===== src/rtl/scoreboard_register_file_if.sv =====
// rtl/scoreboard_register_file_if.sv - read/write/reserve bus bundle for the scoreboard register file
`timescale 1ns/1ps

interface scoreboard_register_file_if #(
    parameter int DATA_WIDTH = 12,
    parameter int ADDR_WIDTH = 3
);
    logic [ADDR_WIDTH-1:0] read1Addr;
    logic [ADDR_WIDTH-1:0] read2Addr;
    logic [DATA_WIDTH-1:0] readData1;
    logic [DATA_WIDTH-1:0] readData2;
    logic                  read1Busy;
    logic                  read2Busy;
    logic                  we;
    logic [ADDR_WIDTH-1:0] writeAddr;
    logic [DATA_WIDTH-1:0] writeData;
    logic                  reserveEn;
    logic [ADDR_WIDTH-1:0] reserveAddr;
    logic [ADDR_WIDTH:0]   busyCount;

    modport master (
        output read1Addr, read2Addr, we, writeAddr, writeData, reserveEn, reserveAddr,
        input  readData1, readData2, read1Busy, read2Busy, busyCount
    );

    modport slave (
        input  read1Addr, read2Addr, we, writeAddr, writeData, reserveEn, reserveAddr,
        output readData1, readData2, read1Busy, read2Busy, busyCount
    );
endinterface


===== src/rtl/scoreboard_register_file.sv =====
// rtl/scoreboard_register_file.sv - 2R/1W register file with per-register busy scoreboard
`timescale 1ns/1ps

module scoreboard_register_file #(
    parameter int DATA_WIDTH = 12,
    parameter int ADDR_WIDTH = 3,
    parameter int ZERO_REG   = 0,
    parameter int BYPASS     = 1
) (
    input  logic                       clk,
    input  logic                       resetN,
    scoreboard_register_file_if.slave  bus
);
    localparam int DEPTH = 1 << ADDR_WIDTH;

    logic [DATA_WIDTH-1:0] regs [DEPTH];
    logic [DEPTH-1:0]      busy;
    logic [DEPTH-1:0]      busy_next;
    logic                  write_ok;
    logic                  reserve_ok;

    function automatic logic is_zero_reg(input logic [ADDR_WIDTH-1:0] addr);
        return (ZERO_REG != 0) && (addr == '0);
    endfunction

    assign write_ok   = bus.we && !is_zero_reg(bus.writeAddr);
    assign reserve_ok = bus.reserveEn && !is_zero_reg(bus.reserveAddr);

    // Reserve is applied after the write-clear so a same-edge new producer keeps the register busy.
    always_comb begin
        busy_next = busy;
        if (write_ok) begin
            busy_next[bus.writeAddr] = 1'b0;
        end
        if (reserve_ok) begin
            busy_next[bus.reserveAddr] = 1'b1;
        end
    end

    always_ff @(posedge clk or negedge resetN) begin
        if (!resetN) begin
            for (int i = 0; i < DEPTH; i++) begin
                regs[i] <= '0;
            end
            busy <= '0;
        end else begin
            if (write_ok) begin
                regs[bus.writeAddr] <= bus.writeData;
            end
            busy <= busy_next;
        end
    end

    always_comb begin
        bus.readData1 = regs[bus.read1Addr];
        bus.read1Busy = busy[bus.read1Addr];
        if (is_zero_reg(bus.read1Addr)) begin
            bus.readData1 = '0;
            bus.read1Busy = 1'b0;
        end else if ((BYPASS != 0) && bus.we && (bus.writeAddr == bus.read1Addr)) begin
            bus.readData1 = bus.writeData;
            bus.read1Busy = 1'b0;
        end
    end

    always_comb begin
        bus.readData2 = regs[bus.read2Addr];
        bus.read2Busy = busy[bus.read2Addr];
        if (is_zero_reg(bus.read2Addr)) begin
            bus.readData2 = '0;
            bus.read2Busy = 1'b0;
        end else if ((BYPASS != 0) && bus.we && (bus.writeAddr == bus.read2Addr)) begin
            bus.readData2 = bus.writeData;
            bus.read2Busy = 1'b0;
        end
    end

    always_comb begin
        bus.busyCount = '0;
        for (int i = 0; i < DEPTH; i++) begin
            bus.busyCount = bus.busyCount + {{ADDR_WIDTH{1'b0}}, busy[i]};
        end
    end
endmodule

===== src/flat_wrapper.sv =====
// flat-port wrapper written by rule: the top's interface ports become plain ports
module scoreboard_register_file_flat 
#(
    parameter int DATA_WIDTH = 12,
    parameter int ADDR_WIDTH = 3,
    parameter int ZERO_REG   = 0,
    parameter int BYPASS     = 1
)
  (clk, resetN, bus_read1Addr, bus_read2Addr, bus_we, bus_writeAddr, bus_writeData, bus_reserveEn, bus_reserveAddr, bus_readData1, bus_readData2, bus_read1Busy, bus_read2Busy, bus_busyCount);
  scoreboard_register_file_if #(.DATA_WIDTH(DATA_WIDTH), .ADDR_WIDTH(ADDR_WIDTH)) bus_i ();
  input  logic clk;
  input  logic resetN;
  input wire logic [$bits(bus_i.read1Addr)-1:0] bus_read1Addr;
  input wire logic [$bits(bus_i.read2Addr)-1:0] bus_read2Addr;
  input wire logic [$bits(bus_i.we)-1:0] bus_we;
  input wire logic [$bits(bus_i.writeAddr)-1:0] bus_writeAddr;
  input wire logic [$bits(bus_i.writeData)-1:0] bus_writeData;
  input wire logic [$bits(bus_i.reserveEn)-1:0] bus_reserveEn;
  input wire logic [$bits(bus_i.reserveAddr)-1:0] bus_reserveAddr;
  output wire logic [$bits(bus_i.readData1)-1:0] bus_readData1;
  output wire logic [$bits(bus_i.readData2)-1:0] bus_readData2;
  output wire logic [$bits(bus_i.read1Busy)-1:0] bus_read1Busy;
  output wire logic [$bits(bus_i.read2Busy)-1:0] bus_read2Busy;
  output wire logic [$bits(bus_i.busyCount)-1:0] bus_busyCount;
  assign bus_i.read1Addr = bus_read1Addr;
  assign bus_i.read2Addr = bus_read2Addr;
  assign bus_i.we = bus_we;
  assign bus_i.writeAddr = bus_writeAddr;
  assign bus_i.writeData = bus_writeData;
  assign bus_i.reserveEn = bus_reserveEn;
  assign bus_i.reserveAddr = bus_reserveAddr;
  assign bus_readData1 = bus_i.readData1;
  assign bus_readData2 = bus_i.readData2;
  assign bus_read1Busy = bus_i.read1Busy;
  assign bus_read2Busy = bus_i.read2Busy;
  assign bus_busyCount = bus_i.busyCount;
  scoreboard_register_file #(.DATA_WIDTH(DATA_WIDTH), .ADDR_WIDTH(ADDR_WIDTH), .ZERO_REG(ZERO_REG), .BYPASS(BYPASS)) u_core (.clk(clk), .resetN(resetN), .bus(bus_i));
endmodule

===== config.mk =====
export PLATFORM = sky130hd
export DESIGN_NAME = scoreboard_register_file_flat
export DESIGN_NICKNAME = d
export VERILOG_FILES = /design/src/rtl/scoreboard_register_file_if.sv /design/src/rtl/scoreboard_register_file.sv /design/src/flat_wrapper.sv
export SDC_FILE = /design/constraint.sdc
export NUM_CORES = 1
export LEC_CHECK = 0
export BUFFER_PORTS_ARGS = -buffer_cell sky130_fd_sc_hd__buf_4
export CORE_MARGIN = 2
export CORE_UTILIZATION = 35
export CTS_CLUSTER_DIAMETER = 100
export CTS_CLUSTER_SIZE = 24
export DETAILED_ROUTE_END_ITERATION = 8
export HOLD_SLACK_MARGIN = 0.06
export SYNTH_ARGS = -nofsm -noshare
export SYNTH_HDL_FRONTEND = slang
export SYNTH_SLANG_ARGS = --single-unit

===== constraint.sdc =====
create_clock -name clk -period 3.3 [get_ports clk]
set_clock_uncertainty 0.1 [all_clocks]
set_input_delay 0.165 -clock clk [delete_from_list [all_inputs] [get_ports clk]]
set_output_delay 0.165 -clock clk [all_outputs]
set_load 0.05 [all_outputs]

==> out/metrics.cfg, run 1 <==
[pwr]
irDropWorstVdd_uv=752
p_comb_frac=0.411
p_switching_uw=1710
totalPowerFinal_uw=4930
p_int_uw=3210
clock_power_share=0.235
power_density_nw_per_um2=665
swShare=0.347
power_frac_seq=0.354
leakagePower_uw=0.00322

[clock_network]
insertion_delay_ns=0.34
clock_sinks=104
cts_tree=built
cts_buffers=9
clk_path_buf_depth=2
clk_pin_slew_ns=0.07
root_buffer=clkbuf_16
cts-htree-levels=3

[final_layout]
layout.nets=496
syn2layout_area_growth_pct=18.1
antenna_cells=0
regArea_sq_um=2600
multi_input_area_sq_um=3430
drive_above_1_share=0.515
num-fill-cells=1599

[synthesis]
synth_edf_count=0
synth_seq_cells=104
synth_most_common_cell=mux2_2
ys_seq_area_frac=0.415
syn_inst=405
async_flop_share=1.00
synth_ff_type=dfrtp_1
yosys_warnings=0
syn_avg_cell_area_sq_um=15.5
synth_area_sq_um=6280
synth_common_cells=146 x mux2_2, 104 x dfrtp_1, 52 x mux4_1
syn_nets=440
ys_types=26
synth.area.top_cells=dfrtp_1 41%, mux2_2 26%, mux4_1 22%
yosysTopAreaCell=dfrtp_1
synth_top_area_share=0.415

[timing]
rsz0062_at_grt=yes
fin_crit_ns=3.36
hold_violations=0
worstMarginPinSlew_ns=0.997
setup_viol=2
slew_headroom=0.333
fmax_mhz=298
slew_violations=0
setup_ws_ns=-0.0582
layout_worst_path_cycle_share=1.02
hold_slack_ns=0.0964

[worst_setup_path]
cp.arrival_ns=3.09
path_cells=ha_1 -> inv_2 -> fa_1 -> fa_1 -> fa_2 -> fa_2 -> inv_2 -> buf_6
start_kind=register
timing_worst_setup_path_type=register to output port
crit_required_ns=3.03
cp-end-kind=output port
max_stage_delay_ns=0.54
cp_slowest_cell=fa_2
worstPathMaxFanout=2

[global_routing]
grt_pass1_wl_um=23000
grt_pass1_vias=4053
antenna_found_initial=0
grt_use_total=0.162
grt_max_degree=61
grt_overflow=0

[detailed_routing]
wl_per_cell_um=20.9
num_vias=3761
drc=0
drt_iter0_markers=131
dr.pass1.iters=4
antenna_left=0
postRouteWirelength_um=14400
via_per_inst=5.44

[status]
status=finished, violations left
violations=negative setup slack

[floorplan]
die_y_um=138
start_util=0.360
fp-row-count=48
io_pins=58
chipWidth_um=138
dieArea_sq_um=19000
core-area_sq_um=17400

[place]
io_buffers=57
dp_hpwl_um=9230
place.gp.congestion=0.761

[min_path]
hp-class=input port to register

[flow_run]
drv_cap=0

-- power groups by stage --
stage | Combinational [uW] | Sequential (uW) | Clock, uW
finish | 2020 | 1750 | 1160
global route | 2170 | 1780 | 1230
CTS | 2040 | 1740 | 1180
detailed placement | 1960 | 1770 | 0
global placement | 1920 | 1750 | 0
floorplan | 1510 | 1690 | 0
-- layout make-up --
cell class                      instances  share of cell area
Multi-Input combinational cell        245               0.462
Sequential cell                       104               0.351
Timing Repair Buffer                   87              0.0979
Tap cell                              225              0.0380
Clock buffer                           12              0.0333
Clock inverter                          4              0.0105
Inverter                               14             0.00709
-- path summary, 6_finish.rpt --
| path | endpoint | startpoint | depth (start not counted) | slack, ns |
|---|---|---|---|---|
| max in group asynchronous | u_core.regs[6] | resetN | 3 | 2.03 |
| hold reg to reg | u_core.regs[83] | u_core.regs[83] | 1 | 0.42 |
| setup reg to reg | u_core.busy[1] | u_core.busy[1] | 4 | 1.89 |
| hold / removal | u_core.busy[7] | bus_reserveAddr[0] | 3 | 0.1 |
| min in group asynchronous | u_core.regs[37] | resetN | 2 | 0.35 |
| setup / recovery | bus_busyCount[1] | u_core.busy[0] | 8 | -0.06 |
-- through the flow --
stage,setup WS (ns),setup TNS [ns],area (sq um),util,cells
2_1_floorplan,0.117,0,6290,-,405
5_1_grt,-0.120,-0.226,7410,0.426,691
4_1_cts,-0.0633,-0.117,7400,0.425,690
3_5_place_dp,0.170,0,6890,0.396,656
3_3_place_gp,0.263,0,6890,0.396,656
6_report,-0.0582,-0.105,7410,0.426,691
-- registers in the layout, indices dropped and copies added, names as in the netlist --
register	count
u_core.busy	8
u_core.regs	96
-- metal layers --
metal  track usage  wire length [um]
met1         0.212              6560
met2         0.278              7220
met3        0.0168               300
met4        0.0618               337
met5             0                 0
-- placed cells by master, fill, tap and decap left out, types with 2 or more instances in the layout --
cell           Yosys  layout
mux2_2           146     146
dfrtp_1          104     104
buf_4              3      67
mux4_1            52      52
dlygate4sd3_1      0      16
inv_1             14      12
clkbuf_16          0       9
nand2_1            7       7
xnor2_1            7       6
nand2b_1           4       4
o21ai_0            4       4
nand4_1            3       3
nand4b_1           3       3
ha_1               3       3
inv_2              0       2
o22ai_1            2       2
nor3b_2            1       2
o32ai_1            2       2
and2_1             2       2
fa_1               4       2
fa_2               0       2
clkinv_4           0       2
clkbuf_1          12       2
bufinv_16          0       2
buf_6              7       2
buf_12             0       2
-- worst max-delay path, delay by kind of cell, from the launching register on --
kind | cells | cell delay, ns
adder cells (fa/ha/maj) | 5 | 2.14
buffers and inverters | 3 | 0.21
flip-flops | 1 | 0.40
-- cells by family (layout without fill, tap and decap cells) --
kind of cell	after synthesis	after routing	share of synthesized area
AOI/OAI and AO/OA	9	9	0.00917
xor gates and xnor gates	7	7	0.00977
adders and majority gates	7	7	0.0187
buffers and inverters	56	117	0.0452
DFF	104	104	0.415
muxes	198	198	0.479
and+or+nand+nor	24	24	0.0231
-- repair_timing --
item / 4_1_cts / 5_1_grt
setup endpoints to repair: 2 / 2
gates resized for setup: 5 / 1
hold buffers: 16 / 0
buffers inserted: 2 / 1
pin swaps: 0 / 0
endpoints found under the hold margin: 163 / 0
cloned: 0 / 0
No activity file was read; power rests on OpenSTA's default activity.
==> run 2, diff against run 1 <==
Settings changed: BUFFER_PORTS_ARGS -buffer_cell sky130_fd_sc_hd__buf_4 to not set, DONT_BUFFER_PORTS set to 1, SETUP_SLACK_MARGIN set to 0.3.
Clock period 3.3 ns to 3 ns, I/O delays scaled along.
==> out/metrics.cfg, run 2 (synthesized netlist as in run 1, its figures left out) <==
[status]
status=finished, violations left
violations=negative setup slack

[final_layout]
drive_above_1_share=0.456  ; -0.0594
regMostFlops=u_core.regs
syn2layout_area_growth_pct=12.4
final_cell_mix=146 x mux2_2, 104 x dfrtp_1, 52 x mux4_1
top_regs=u_core.regs (96), u_core.busy (8)
final_common_cell=mux2_2
final_core_util=0.405  ; -0.0204
layout.nets=448  ; -9.7%
largest_reg_flops=96  ; unchanged
antenna_cells=0  ; unchanged

[clock_network]
insertion_delay_ns=0.34  ; about the same
root_buffer=clkbuf_16
cts_buffers=9  ; unchanged
clock_sinks=104  ; unchanged
cts_tree=built
clk_path_buf_depth=2  ; unchanged
cts-htree-levels=3  ; unchanged
clk_pin_slew_ns=0.06  ; about the same

[pwr]
power_density_nw_per_um2=734  ; +10%
p_switching_uw=1830  ; +6.7%
p_int_uw=3350  ; +4.3%
p_comb_frac=0.406  ; -0.005
irDropWorstVdd_uv=769  ; +2.2%
totalPowerFinal_uw=5180  ; +5.1%
clock_power_share=0.223  ; -0.012
power_frac_seq=0.371  ; +0.017
leakagePower_uw=0.00297  ; -7.8%
swShare=0.353  ; +0.00510

[detailed_routing]
drt_iter0_markers=196  ; +50%
postRouteWirelength_um=14800  ; +2.5%
num_vias=3679  ; -2.2%
dr.pass1.iters=4  ; unchanged
via_per_inst=5.73  ; +5.3%
antenna_left=0  ; unchanged
drc=0  ; unchanged
wl_per_cell_um=23.0  ; +10%

[timing]
rsz0062_at_grt=yes
layout_worst_path_cycle_share=1.14
slew_headroom=0.652  ; +0.319
fin_crit_ns=3.41
slew_violations=0  ; unchanged
final.setup.tns_ns=-0.987  ; -0.881 ns
setup_ws_ns=-0.414  ; -0.356 ns
fmax_mhz=293
setup_viol=4  ; +2
hold_slack_ns=0.155  ; +0.0583 ns
hold_violations=0  ; unchanged
worstMarginPinSlew_ns=0.521  ; -0.476 ns

[global_routing]
grt_use_total=0.166  ; +0.00358
grt_max_degree=105  ; +72%
antenna_found_initial=0  ; unchanged
met3_usage=0.0267  ; +0.00987
grt_pass1_vias=3898  ; -3.8%
grt_overflow=0  ; unchanged
grt_pass1_wl_um=23100  ; +0.21%
met1_usage=0.221  ; +0.00920
met2_usage=0.278  ; unchanged
top_usage_layer=met2

[flow_run]
drv_cap=0  ; unchanged

[floorplan]
die_y_um=138  ; unchanged
core-area_sq_um=17400  ; unchanged
io_pins=58  ; unchanged
start_util=0.360  ; unchanged
fp-row-count=48  ; unchanged
dieArea_sq_um=19000  ; unchanged
chipWidth_um=138  ; unchanged

[worst_setup_path]
cp.arrival_ns=3.16  ; +0.07 ns
start_kind=register
crit_required_ns=2.75  ; -0.28 ns
timing_worst_setup_path_type=register to output port
worstPathMaxFanout=2  ; unchanged
cp-end-kind=output port

[place]
place.gp.congestion=0.757  ; -0.58%
dp_hpwl_um=8980  ; -2.7%
io_buffers=0  ; -100%

[min_path]
hp-class=input port to register

-- run 2: changes by cell type in the layout (fill, tap and decap cells not counted), moves of 2 or more --
cell / before / now
clkinv_2: 0 / 3
buf_4: 67 / 16
clkinv_4: 2 / 0
dlygate4sd3_1: 16 / 20
clkinvlp_4: 0 / 2
inv_2: 2 / 0
-- run 2: power groups by stage --
| stage | Clock, uW | Sequential, uW | Combinational [uW] |
|---|---|---|---|
| after floorplan | 0 | 1860 | 1740 |
| after global placement | 0 | 1920 | 1900 |
| after detailed placement | 0 | 1940 | 1940 |
| after CTS | 1190 | 1920 | 2070 |
| after global routing | 1240 | 1960 | 2240 |
| final | 1150 | 1920 | 2100 |
-- run 2: final cells by class --
class	count	area [sq um]
clock buffers	11	243
clock inverters	4	45.0
multi-input cells	245	3450
repair buffers	39	379
flip-flops and latches	104	2600
fillers	1603	10400
inverters	14	60.1
well taps	225	282
-- run 2: repair_timing --
action                                 CTS  global route
setup endpoints to repair                4             4
cloned                                   0             0
endpoints found under the hold margin  208           104
gates resized for setup                  4             1
pin swaps                                2             2
hold buffers                            19             2
setup buffers                            3             2
-- run 2: routing by layer --
layer | vias to the layer above | wire length [um]
met5 | - | 0
met4 | 0 | 199
met3 | 14 | 552
met2 | 73 | 7430
met1 | 1992 | 6590
li1 | 1600 | -
-- run 2: path summary, 6_finish.rpt --
check | start | end | slack, ns | depth (start not counted)
hold reg to reg | u_core.regs[83] | u_core.regs[83] | 0.42 | 1
setup / recovery | u_core.busy[0] | bus_busyCount[1] | -0.41 | 7
hold / removal | bus_writeAddr[0] | u_core.busy[2] | 0.15 | 3
max in group asynchronous | resetN | u_core.regs[6] | 2.09 | 2
min in group asynchronous | resetN | u_core.regs[1] | 0.31 | 2
setup reg to reg | u_core.busy[0] | u_core.busy[0] | 1.32 | 6
-- run 2: through the flow --
stage	instances	cell area (sq um)	setup slack, ns
2_1_floorplan	405	6310	0.0149
3_3_place_gp	601	6480	-0.0121
3_5_place_dp	601	6480	-0.0532
4_1_cts	638	7000	-0.405
5_1_grt	642	7060	-0.510
6_report	642	7060	-0.414
-- run 2: critical path, stage by stage (launching register included) --
cell,delay [ns]
dfrtp_1,0.39
ha_1,0.28
inv_1,0.05
fa_1,0.49
fa_1,0.43
fa_2,0.37
fa_2,0.56
clkinvlp_4,0.24
==> run 3, diff against run 2 <==
Settings changed: PLACE_DENSITY set to 0.58.
==> out/metrics.cfg, run 3 (synthesized netlist as in run 1, its figures left out) <==
[status]
status=finished, violations left
violations=negative hold slack, negative setup slack

[timing]
rsz0062_at_grt=yes
slew_headroom=0.657  ; +0.00454
hold_slack_ns=-0.599  ; -0.754 ns
fin_crit_ns=3.40  ; -0.0149 ns
setup_viol=4  ; unchanged
hold_violations=104  ; +104
fmax_mhz=294  ; +0.44%
worstMarginPinSlew_ns=0.513  ; -0.00834 ns
layout_worst_path_cycle_share=1.13  ; -0.00496
slew_violations=0  ; unchanged
final.setup.tns_ns=-0.850  ; +0.137 ns
setup_ws_ns=-0.399  ; +0.0149 ns

[place]
dp.cells=602  ; +0.17%
dp_hpwl_um=9010  ; +0.33%
place.gp.congestion=0.732  ; -3.3%
io_buffers=0  ; unchanged

[min_path]
hp-class=input port to async pin

[pwr]
irDropWorstVdd_uv=984  ; +28%
leakagePower_uw=0.00293  ; -1.4%
power_density_nw_per_um2=724  ; -1.3%

[final_layout]
drive_above_1_share=0.453  ; -0.00285
antenna_cells=0  ; unchanged
top_regs=u_core.regs (96), u_core.busy (8)
layout.nets=443  ; -1.1%
syn2layout_area_growth_pct=11.0
final_common_cell=mux2_2
largest_reg_flops=96  ; unchanged
final_cell_mix=146 x mux2_2, 104 x dfrtp_1, 52 x mux4_1
fin_cells=638  ; -0.62%
regMostFlops=u_core.regs

[worst_setup_path]
start_kind=register
ff2ff_path_depth=4  ; -2
cp.arrival_ns=3.15  ; about the same
cp_slowest_cell=fa_2
cp-end-kind=output port
max_stage_delay_ns=0.56  ; about the same
path_cells=ha_1 -> inv_2 -> fa_1 -> fa_1 -> fa_2 -> fa_2 -> clkinvlp_4
timing_worst_setup_path_type=register to output port
crit_required_ns=2.75  ; about the same
worstPathMaxFanout=2  ; unchanged

[floorplan]
chipWidth_um=138  ; unchanged
start_util=0.360  ; unchanged
die_y_um=138  ; unchanged
dieArea_sq_um=19000  ; unchanged
io_pins=58  ; unchanged
core-area_sq_um=17400  ; unchanged
fp-row-count=48  ; unchanged

[global_routing]
grt_use_total=0.165  ; -0.000787
grt_max_degree=105  ; unchanged
grt_overflow=0  ; unchanged
grt_pass1_wl_um=23000  ; -0.48%
grt_pass1_vias=3895  ; -0.077%
antenna_found_initial=0  ; unchanged

[clock_network]
cts_hold_buf=19  ; unchanged
cts_tree=built
cts-htree-levels=3  ; unchanged
cts_buffers=9  ; unchanged
clock_sinks=104  ; unchanged
root_buffer=clkbuf_16
insertion_delay_ns=0.34  ; about the same
clk_pin_slew_ns=0.06  ; about the same
clk_path_buf_depth=2  ; unchanged

[detailed_routing]
antenna_left=0  ; unchanged
drc=0  ; unchanged
wl_per_cell_um=23.3  ; +1.1%
via_per_inst=5.63  ; -1.8%
postRouteWirelength_um=14800  ; +0.43%
drt_iter0_markers=138  ; -30%
dr.pass1.iters=4  ; unchanged
num_vias=3590  ; -2.4%

[flow_run]
drv_cap=0  ; unchanged

==> run 3: per-stage QoR <==
| step | total power (uW) | cell area (sq um) | utilization | worst slack, ns | hold slack [ns] |
|---|---|---|---|---|---|
| CTS | 5030 | 6950 | 0.399 | -0.417 | -0.609 |
| detailed placement | 3890 | 6490 | 0.373 | -0.0436 | -0.242 |
| finish | 5050 | 6970 | 0.400 | -0.399 | -0.599 |
| global route | 5310 | 6970 | 0.400 | -0.499 | -0.607 |
| global placement | 3820 | 6490 | 0.373 | -0.00922 | -0.243 |
| floorplan | 3600 | 6310 | - | 0.0149 | -0.246 |
==> run 3: final cells by class <==
cell class | instances | area, sq um
fill | 1630 | 10400
clock inverter | 4 | 20.0
tap | 225 | 282
clock buffer | 12 | 246
sequential | 104 | 2600
multi-input combinational | 245 | 3450
inverter | 14 | 60.1
timing repair buffer | 34 | 315
==> run 3: power by group <==
part	total, uW	leakage, uW	switching [uW]	internal, uW
combinational	2050	0.00155	1100	953
clock	1080	0.000136	500	581
sequential	1920	0.00124	208	1710
==> run 3: critical path: cells and delay by family, from the launching register on <==
kind	cells	cell delay, ns
adder cells (fa/ha/maj)	5	2.15
flip-flops	1	0.38
buffers and inverters	2	0.28
==> run 3: worst paths after layout <==
path                             startpoint               end  slack (ns)
hold / removal                       resetN   u_core.regs[85]       -0.60
hold reg to reg             u_core.regs[78]   u_core.regs[78]        0.41
setup / recovery             u_core.busy[0]  bus_busyCount[1]       -0.40
max in group asynchronous            resetN    u_core.regs[7]        3.21
setup reg to reg             u_core.busy[1]    u_core.busy[1]        1.58
min in group clk           bus_writeAddr[0]    u_core.busy[2]        0.09
==> run 3: layer usage <==
layer	vias up	global-route usage	wire length, um
met5	-	0	0
met4	0	0.0505	219
met3	16	0.0241	432
met2	51	0.296	7830
met1	1945	0.205	6350
li1	1578	-	-
==> run 3: timing repair <==
item | 4_1_cts | 5_1_grt
pin swaps | 1 | 2
gates resized for setup | 1 | 4
setup endpoints to repair | 4 | 4
hold endpoints to repair | 208 | 104
buffers inserted | 0 | 1
